===== config.mk =====
export PLATFORM = sky130hd
export DESIGN_NAME = info_panel_scanner
export DESIGN_NICKNAME = d
export VERILOG_FILES = /design/src/rtl/info_panel_scanner_pkg.sv /design/src/rtl/info_pixel_fifo.sv /design/src/rtl/info_panel_scanner.sv
export SDC_FILE = /design/constraint.sdc
export NUM_CORES = 1
export LEC_CHECK = 0
export CORE_MARGIN = 2
export CORE_UTILIZATION = 45
export DETAILED_ROUTE_END_ITERATION = 7
export DONT_BUFFER_PORTS = 1
export PLACE_DENSITY = 0.71
export SLEW_MARGIN = 0
export SYNTH_ARGS = -nofsm -noshare
export SYNTH_HDL_FRONTEND = slang
export SYNTH_SLANG_ARGS = --single-unit

===== constraint.sdc =====
create_clock -name vga_clk -period 4.9 [get_ports vga_clk]
set_input_delay 0.735 -clock vga_clk [delete_from_list [all_inputs] [get_ports vga_clk]]
set_output_delay 0.735 -clock vga_clk [all_outputs]
set_load 0.02 [all_outputs]

===== src/rtl/info_panel_scanner_pkg.sv =====
// info_panel_scanner_pkg: shared HUD glyph constants, label widths and scanner state
package info_panel_scanner_pkg;
  localparam int GLYPH_H = 24;
  localparam int DIGIT_W = 17;
  localparam logic [7:0] TRANSPARENT = 8'hE3;
  localparam logic [2:0] INFO_ROUND = 3'd0;
  localparam logic [2:0] INFO_TIME = 3'd1;
  localparam logic [2:0] INFO_BUFF = 3'd2;
  localparam logic [2:0] INFO_HP = 3'd3;
  localparam logic [2:0] INFO_SHIELD = 3'd4;
  typedef enum logic [1:0] {ST_IDLE, ST_SCAN, ST_DRAIN, ST_DONE} scan_state_t;
  function automatic logic [7:0] label_width(input logic [2:0] t);
    return t == INFO_ROUND ? 8'd100 :
           (t == INFO_TIME || t == INFO_BUFF) ? 8'd72 :
           t == INFO_HP ? 8'd44 : 8'd93;
  endfunction
endpackage


===== src/rtl/info_pixel_fifo.sv =====
// info_pixel_fifo: synchronous skid FIFO with occupancy count; head reads as zero when empty
module info_pixel_fifo #(
  parameter int W = 27,
  parameter int DEPTH = 4,
  parameter int CW = $clog2(DEPTH + 1)
) (
  input  logic          vga_clk,
  input  logic          reset,
  input  logic          push,
  input  logic [W-1:0]  din,
  input  logic          pop,
  output logic [W-1:0]  dout,
  output logic          empty,
  output logic [CW-1:0] count
);
  localparam int AW = DEPTH > 1 ? $clog2(DEPTH) : 1;
  logic [W-1:0] mem [DEPTH];
  logic [AW-1:0] wr_ptr, rd_ptr;
  logic do_push, do_pop;
  function automatic logic [AW-1:0] bump(input logic [AW-1:0] p);
    return p == AW'(DEPTH - 1) ? '0 : p + AW'(1);
  endfunction
  assign empty = count == '0;
  assign do_pop = pop && !empty;
  assign do_push = push && (count != CW'(DEPTH) || do_pop);
  assign dout = empty ? '0 : mem[rd_ptr];
  always_ff @(posedge vga_clk)
    if (do_push) mem[wr_ptr] <= din;
  always_ff @(posedge vga_clk or posedge reset)
    if (reset) begin
      wr_ptr <= '0;
      rd_ptr <= '0;
      count <= '0;
    end else begin
      if (do_push) wr_ptr <= bump(wr_ptr);
      if (do_pop) rd_ptr <= bump(rd_ptr);
      count <= count + CW'(do_push) - CW'(do_pop);
    end
endmodule


===== src/rtl/info_panel_scanner.sv =====
// info_panel_scanner: walks panel glyph coordinates into the reader and streams
// non-transparent pixels to the framebuffer writer under credit-based flow control.
module info_panel_scanner
  import info_panel_scanner_pkg::*;
#(
  parameter int READ_LAT = 2,
  parameter int FIFO_DEPTH = 4
) (
  input  logic       vga_clk,
  input  logic       reset,
  input  logic       start,
  input  logic [2:0] info_type,
  input  logic [4:0] num,
  input  logic [9:0] base_x,
  input  logic [8:0] base_y,
  output logic       busy,
  output logic       done,
  output logic [7:0] rd_x,
  output logic [4:0] rd_y,
  output logic [2:0] rd_info_type,
  output logic [4:0] rd_num,
  input  logic [7:0] rd_data,
  output logic       wr_valid,
  input  logic       wr_ready,
  output logic [9:0] wr_x,
  output logic [8:0] wr_y,
  output logic [7:0] wr_data
);
  localparam int IW = $clog2(READ_LAT + 1);
  localparam int CW = $clog2(FIFO_DEPTH + 1);
  localparam int OW = (IW > CW ? IW : CW) + 1;
  scan_state_t state, state_nx;
  logic [7:0] pw;
  logic [9:0] base_xr;
  logic [8:0] base_yr;
  logic [IW-1:0] inflight;
  logic [CW-1:0] fifo_count;
  logic [READ_LAT-1:0] tag_v;
  logic [7:0] tag_x [READ_LAT];
  logic [4:0] tag_y [READ_LAT];
  logic accept, issue, wrap_x, last, ret_valid, push, fifo_empty;
  logic [26:0] px_in;
  assign busy = state == ST_SCAN || state == ST_DRAIN;
  assign done = state == ST_DONE;
  assign accept = start && !busy;
  // Reads already in flight are counted as FIFO space so returns can never overflow it
  assign issue = state == ST_SCAN && OW'(fifo_count) + OW'(inflight) < OW'(FIFO_DEPTH);
  assign wrap_x = rd_x == pw - 8'd1;
  assign last = wrap_x && rd_y == 5'(GLYPH_H - 1);
  assign ret_valid = tag_v[READ_LAT-1];
  assign push = ret_valid && rd_data != TRANSPARENT;
  assign px_in = {base_xr + {2'b0, tag_x[READ_LAT-1]}, base_yr + {4'b0, tag_y[READ_LAT-1]}, rd_data};
  assign wr_valid = !fifo_empty;
  always_comb begin
    state_nx = state;
    state_nx = accept ? ST_SCAN :
               state == ST_SCAN && issue && last ? ST_DRAIN :
               state == ST_DRAIN && inflight == '0 && fifo_count == '0 ? ST_DONE :
               state == ST_DONE ? ST_IDLE : state;
  end
  always_ff @(posedge vga_clk or posedge reset)
    if (reset) state <= ST_IDLE;
    else state <= state_nx;
  always_ff @(posedge vga_clk or posedge reset)
    if (reset) begin
      rd_x <= '0;
      rd_y <= '0;
      rd_info_type <= '0;
      rd_num <= '0;
      pw <= '0;
      base_xr <= '0;
      base_yr <= '0;
    end else if (accept) begin
      rd_x <= '0;
      rd_y <= '0;
      rd_info_type <= info_type;
      rd_num <= num > 5'd29 ? 5'd29 : num;
      pw <= label_width(info_type) + 8'(2 * DIGIT_W);
      base_xr <= base_x;
      base_yr <= base_y;
    end else if (issue) begin
      rd_x <= wrap_x ? '0 : rd_x + 8'd1;
      rd_y <= last ? '0 : rd_y + 5'(wrap_x);
    end
  // Tags ride alongside the reader pipeline so returning data knows its coordinate
  always_ff @(posedge vga_clk or posedge reset)
    if (reset) begin
      tag_v <= '0;
      inflight <= '0;
      for (int i = 0; i < READ_LAT; i++) begin
        tag_x[i] <= '0;
        tag_y[i] <= '0;
      end
    end else begin
      tag_v[0] <= issue;
      tag_x[0] <= rd_x;
      tag_y[0] <= rd_y;
      for (int i = 1; i < READ_LAT; i++) begin
        tag_v[i] <= tag_v[i-1];
        tag_x[i] <= tag_x[i-1];
        tag_y[i] <= tag_y[i-1];
      end
      inflight <= inflight + IW'(issue) - IW'(ret_valid);
    end
  info_pixel_fifo #(.W(27), .DEPTH(FIFO_DEPTH), .CW(CW)) u_fifo (
    .vga_clk(vga_clk),
    .reset(reset),
    .push(push),
    .din(px_in),
    .pop(wr_ready),
    .dout({wr_x, wr_y, wr_data}),
    .empty(fifo_empty),
    .count(fifo_count)
  );
endmodule


Word level (Yosys, flattened, before mapping)
Memory sizes are Yosys's and may differ from the RTL's.
Index checks and enable logic that the tools add are counted.

operators by class
  add/sub/neg operators = 13
  multipliers = 0
  div/mod/pow operators = 0
  $lt $le $gt $ge = 2
  equality and inequality tests = 12
  shift-type cells = 0
  muxes and demuxes = 19
  bitwise operators = 0
  reduce and logical (&&, ||, !) cells = 20

operators with widths
  cell                                                  number
  2-to-1 mux 27 bit                                     1
  2-to-1 mux 8 bit                                      3
  2-to-1 mux 7 bit                                      3
  2-to-1 mux 5 bit                                      4
  2-to-1 mux 2 bit                                      6
  adder 10 x 8 -> 10 bit                                1
  logical AND 1 bit                                     10
  adder 9 x 5 -> 9 bit                                  1
  adder 7 x 6 -> 8 bit (second input constant)          1
  adder 8 x 1 -> 8 bit (second input constant)          1
  equality test 2 bit (second input constant)           4
  equality test 8 bit                                   1
  inequality test 8 bit (second input constant)         1
  subtractor 8 x 1 -> 8 bit (second input constant)     1
  equality test 3 x 2 -> 1 bit (second input constant)  2
  logical NOT 3 bit                                     2
  adder 5 x 1 -> 5 bit                                  1
  equality test 5 bit (second input constant)           1
  > comparator 5 bit (second input constant)            1
  adder 2 x 1 -> 2 bit (second input constant)          2
  adder 3 x 2 -> 4 bit                                  1
  < comparator 4 x 3 -> 1 bit (second input constant)   1
  nonzero test 4 bit                                    1
  adder 3 x 1 -> 3 bit                                  1
  other kinds (11)                                      15

word-level totals
  register bits after elaboration = 87
  bits in latches = 0
  RAM bits = 108
  memory bits (read-only) = 0
  input bits = 39
  output and inout bits = 51
  logic and storage cells = 84
  memories kept = 1

memory list
  name        words  bits a word  read ports  clocked after memory_dff  wr ports  RTL line               text
  u_fifo.mem  4      27           1           0                         1         info_pixel_fifo.sv:17  logic [W-1:0] mem [DEPTH];

Longest topological paths before layout
  depth in word-level cells = 7
  mapped depth = 13
  depth with buffers taken out = 12

Modules after synthesis
A second synthesis with hierarchy kept.

second synthesis, totals
  cell total of the unflattened synthesis = 597
  area total of the unflattened synthesis = 8313.0 µm²

by module, submodules not included
  module              instances  cells each  area each (µm²)  seq. area each (µm²)
  info_pixel_fifo     1          209         4523.1           3418.3
  info_panel_scanner  1          388         3789.9           1951.9

Worst setup path after synthesis
OpenSTA, ideal clock, no wires.

  path kind = register to register
  start = reg pw[4]
  end = reg rd_y[4]
  setup time = 82 ps
  arrival time = 2569 ps
  required time = 4818 ps
  path slack = 2249 ps
  cell stages (with the launch flop) = 14
  buffers on the path = 1
  clock period less this slack = 2651 ps
  path through = dfrtp_1 buf_6 inv_1 ha_1 nor2b_1 or3_1 a31o_2 nor4_1 ha_1 ha_1 nand3_1 nor3_1 a21oi_1 o22ai_1

between the ends
  cells in the longest elaborated chain, start to end = 6
  elaborated cells on any way between the ends = 7
  those cells by class = add/sub (2); eq/ne (1); mux (3); reduce/logical (1)

RTL lines
  element                                                           RTL line                                            text
  start, declared                                                   info_panel_scanner.sv:33                            logic [7:0] pw;
  start signal, assigned                                            info_panel_scanner.sv:78                            pw <= label_width(info_type) + 8'(2 * DIGIT_W);
  subtractor 8 x 1 -> 8 bit *                                       info_panel_scanner.sv:48                            assign wrap_x = rd_x == pw - 8'd1;
  equality test 8 bit *                                             info_panel_scanner.sv:48
  adder 5 x 1 -> 5 bit / logical AND 1 bit (equally long branches)  info_panel_scanner.sv:83, info_panel_scanner.sv:49
  2-to-1 mux 5 bit *                                                info_panel_scanner.sv:83                            rd_y <= last ? '0 : rd_y + 5'(wrap_x);
  2-to-1 mux 5 bit *                                                info_panel_scanner.sv:81                            end else if (issue) begin
  2-to-1 mux 5 bit *                                                info_panel_scanner.sv:73                            end else if (accept) begin
  end signal, assigned                                              info_panel_scanner.sv:83
  end, declared                                                     info_panel_scanner.sv:19                            output logic [4:0] rd_y,

Every way passes the cells marked *; elsewhere a longest branch is shown, timed or not. The select of a mux whose other input is x is not followed.
A chain may end at the register's enable or synchronous reset.

Worst setup path after layout
  start = reg u_fifo.count[1]
  end = reg u_fifo.count[2]

between the ends
  cells in the longest elaborated chain, start to end = 7
  elaborated cells on any way between the ends = 8
  those cells by class = add/sub (2); eq/ne (1); reduce/logical (5)

RTL lines
  element                      RTL line                  text
  start, declared              info_pixel_fifo.sv:14     output logic [CW-1:0] count
  start signal, assigned       info_pixel_fifo.sv:37     count <= count + CW'(do_push) - CW'(do_pop);
  logical NOT 3 bit *          info_pixel_fifo.sv:23     assign empty = count == '0;
  logical NOT 1 bit *          -
  net wr_valid                 info_panel_scanner.sv:23  output logic wr_valid,
  logical AND 1 bit *          info_pixel_fifo.sv:24     assign do_pop = pop && !empty;
  net u_fifo.do_pop            info_pixel_fifo.sv:19     logic do_push, do_pop;
  logical OR 1 bit             info_pixel_fifo.sv:25     assign do_push = push && (count != CW'(DEPTH) || do_pop);
  logical AND 1 bit            info_pixel_fifo.sv:25
  adder 3 x 1 -> 3 bit         info_pixel_fifo.sv:37
  subtractor 3 x 1 -> 3 bit *  info_pixel_fifo.sv:37

The timed path passes the listed nets; every way through them passes the cells marked *.

==> flow_metrics.py <==
metrics = {
    "finish": {
        "layout.nets": 670,
        "layout-drive-gt1-share_pct": 12.4,
        "areaGrowthSynthToFinish_pct": 9.97,
        "diodes": 0,
        "layout_common_cells": "108 x edfxtp_1, 90 x nand2_1, 84 x dfrtp_1",
        "final_common_cell": "edfxtp_1",
    },
    "setup_path": {
        "slowest_delay_ns": 0.84,
        "cp_slowest_cell": "or3_1",
        "path_cells": "or3_1 > nand2_1 > inv_1 > ha_1 > inv_1 > ha_1 > inv_1 > fa_1 > xnor2_1 > xnor2_1",
        "startpoint": "u_fifo.count[1]",
        "worstPathMaxFanout": 30,
        "crit_type": "reg2reg",
        "critPathCaptureType": "register",
        "cpMostUsedCell": "inv_1",
        "r2r_start": "u_fifo.count[1]",
        "critPathLaunchType": "register",
        "worstRegToRegCells": 10,
        "critPathRequiredTime_ns": 5.24,
        "cp.arrival_ns": 3.44,
    },
    "clock_tree": {
        "cts_max_path_buffers": 2,
        "clk_pin_slew_worst_paths_ns": 0.07,
        "cts_resized": 0,
        "cts_setup_buffers": 0,
        "cts_tree": "built",
        "clock-sinks": 193,
        "root_buffer": "clkbuf_16",
        "postCtsHoldBufs": 0,
        "numCtsBuffers": 17,
        "clk_latency_ns": 0.43,
        "htree_levels": 4,
    },
    "grt": {
        "grt_pass1_vias": 4869,
        "overflow": 0,
        "grt_usage_pct": 16.8,
        "grt_pass1_wl_mm": 25.3,
        "antenna_found_initial": 0,
        "grt_max_degree": 50,
    },
    "placement": {
        "dpl.hpwl_mm": 10.5,
        "numPortBuffers": 0,
        "place.gp.congestion": 0.817,
    },
    "pwr": {
        "p_leak_nw": 3.59,
        "power.density_nw_per_um2": 608,
        "vdd.ir_drop.worst_uv": 349,
    },
    "timing": {
        "hold_violations": 0,
        "report.final.slew_viol_count": 0,
        "max_freq_ghz": 0.323,
        "holdWs_ns": 0.237,
        "fin_skew_ns": 0.0111,
        "period_minus_slack_ns": 3.09,
        "setup_viol": 0,
        "tightest_slew_ns": 1.15,
        "tns_ns": 0,
        "post-route-period-util_pct": 63.1,
        "relSlewSlack_pct": 23.7,
        "rsz0062_at_grt": "false",
    },
    "drt": {
        "via_count": 4662,
        "dr.pass1.iters": 5,
        "wirelength_mm": 15.3,
        "wl_per_cell_um": 18.2,
        "ant_nets": 0,
        "first_iter_violations": 342,
        "drc_errors": 0,
        "vias_per_cell": 5.55,
    },
    "yosys": {
        "synthCells": 592,
        "synthFlopType": "edfxtp_1",
        "ys_seq_elements": 193,
        "synth-edff-count": 108,
        "synth_area_sq_um": 8240,
        "synth_top_area_share_pct": 39.4,
        "avgSynthCellArea_sq_um": 13.9,
        "syn_nets": 664,
        "yosysSeqAreaShare_pct": 65.2,
        "synth_area_leader_cell": "edfxtp_1",
        "ys_types": 49,
        "yosysWarningCount": 0,
        "synth_area_leaders": "edfxtp_1 39%, dfrtp_1 26%, mux4_2 7.4%, ha_1 4.6%, nand2_1 4.1%",
        "async_reset_ff_share_pct": 44.0,
    },
    "floorplanning": {
        "die_y_um": 139,
        "ioPinCount": 90,
        "initial_core_util_pct": 45.8,
        "rows": 49,
        "core_region_area_sq_um": 18000,
        "die-area_sq_um": 19400,
        "die_w_um": 139,
    },
    "worst_hold_path": {
        "hold_path.class": "in2async",
    },
    "run": {
        "maxCapViolations": 0,
    },
    "status": {
        "status": "complete, no violations",
    },
}
-- layer usage --
metal,GRT usage (%),vias to the layer above,part of all wire (%)
met2,27.7,157,49
met5,0,-,0
li1,-,2139,-
met4,4.57,0,1.1
met1,21.0,2350,42
met3,6.06,16,7.6
-- per-stage QoR --
stage | power [W] | std cells | area [sq um] | worst slack, ns | util, %
after global routing | 0.00583 | 840 | 9060 | 1.52 | 50.4
final | 0.00550 | 840 | 9060 | 1.81 | 50.4
after CTS | 0.00557 | 840 | 9060 | 1.75 | 50.4
after floorplan | 0.00384 | 592 | 8240 | 1.97 | -
after global placement | 0.00416 | 808 | 8500 | 2.00 | 47.3
after detailed placement | 0.00425 | 808 | 8500 | 1.81 | 47.3
-- cell families after synthesis --
| kind of cell | Yosys count | synth area share, % |
|---|---|---|
| buf+inv | 51 | 2.45 |
| xor+xnor | 25 | 2.66 |
| mux | 29 | 7.66 |
| compound gates | 64 | 4.86 |
| fa+ha+maj | 33 | 5.29 |
| flops | 193 | 65.2 |
| simple gates | 197 | 11.9 |
-- final cells by class --
class | instances | area [sq um]
multi-input combinational | 348 | 2660
sequential | 193 | 5370
fill | 1459 | 8910
clock inverter | 14 | 131
inverter | 30 | 114
timing repair buffer | 8 | 60.1
tap | 229 | 287
clock buffer | 18 | 429
-- final timing paths --
path	endpoint	slack (ns)
worst max-delay path	u_fifo.count[2]	1.81
worst min-delay path	u_fifo.rd_ptr[1]	0.24
worst max register to register	u_fifo.count[2]	1.81
worst min register to register	tag_y[4]	0.34
max in group asynchronous	tag_x[13]	3.64
min in group vga_clk	tag_y[4]	0.34
-- state kept, by name, indices dropped and copies added, names as in the netlist --
register / flops
u_fifo.mem: 108
tag_x: 16
base_xr: 10
tag_y: 10
base_yr: 9
rd_x: 8
pw: 6
rd_num: 5
rd_y: 5
rd_info_type: 3
u_fifo.count: 3
inflight: 2
state: 2
tag_v: 2
u_fifo.rd_ptr: 2
u_fifo.wr_ptr: 2
-- power breakdown --
part	leakage [nW]	switching, W	internal [W]
Combinational	1.30	0.00101	0.000654
Sequential	2.03	0.000316	0.00222
Clock	0.259	0.000598	0.000705
-- critical path: cells and delay by family (launching register included) --
family        cells  cell delay, ns
fa+ha+maj         3            0.78
xor+xnor          2            0.42
simple gates      2            1.18
flops             1            0.46
buf+inv           3            0.18
-- Yosys cell counts, types with 3 or more instances --
master,number
edfxtp_1,108
nand2_1,90
dfrtp_1,85
and2_1,32
ha_1,30
inv_1,30
mux4_2,27
o21ai_0,24
xnor2_1,19
a21oi_1,17
clkbuf_1,16
nor2_1,16
nand3_1,11
nor3_1,10
nor4_1,7
and3_1,6
xor2_1,6
nor2b_1,5
a21o_1,4
nand4_1,4
or3_1,4
fa_1,3
nand2b_1,3
Power figures use the tool's default switching activity.
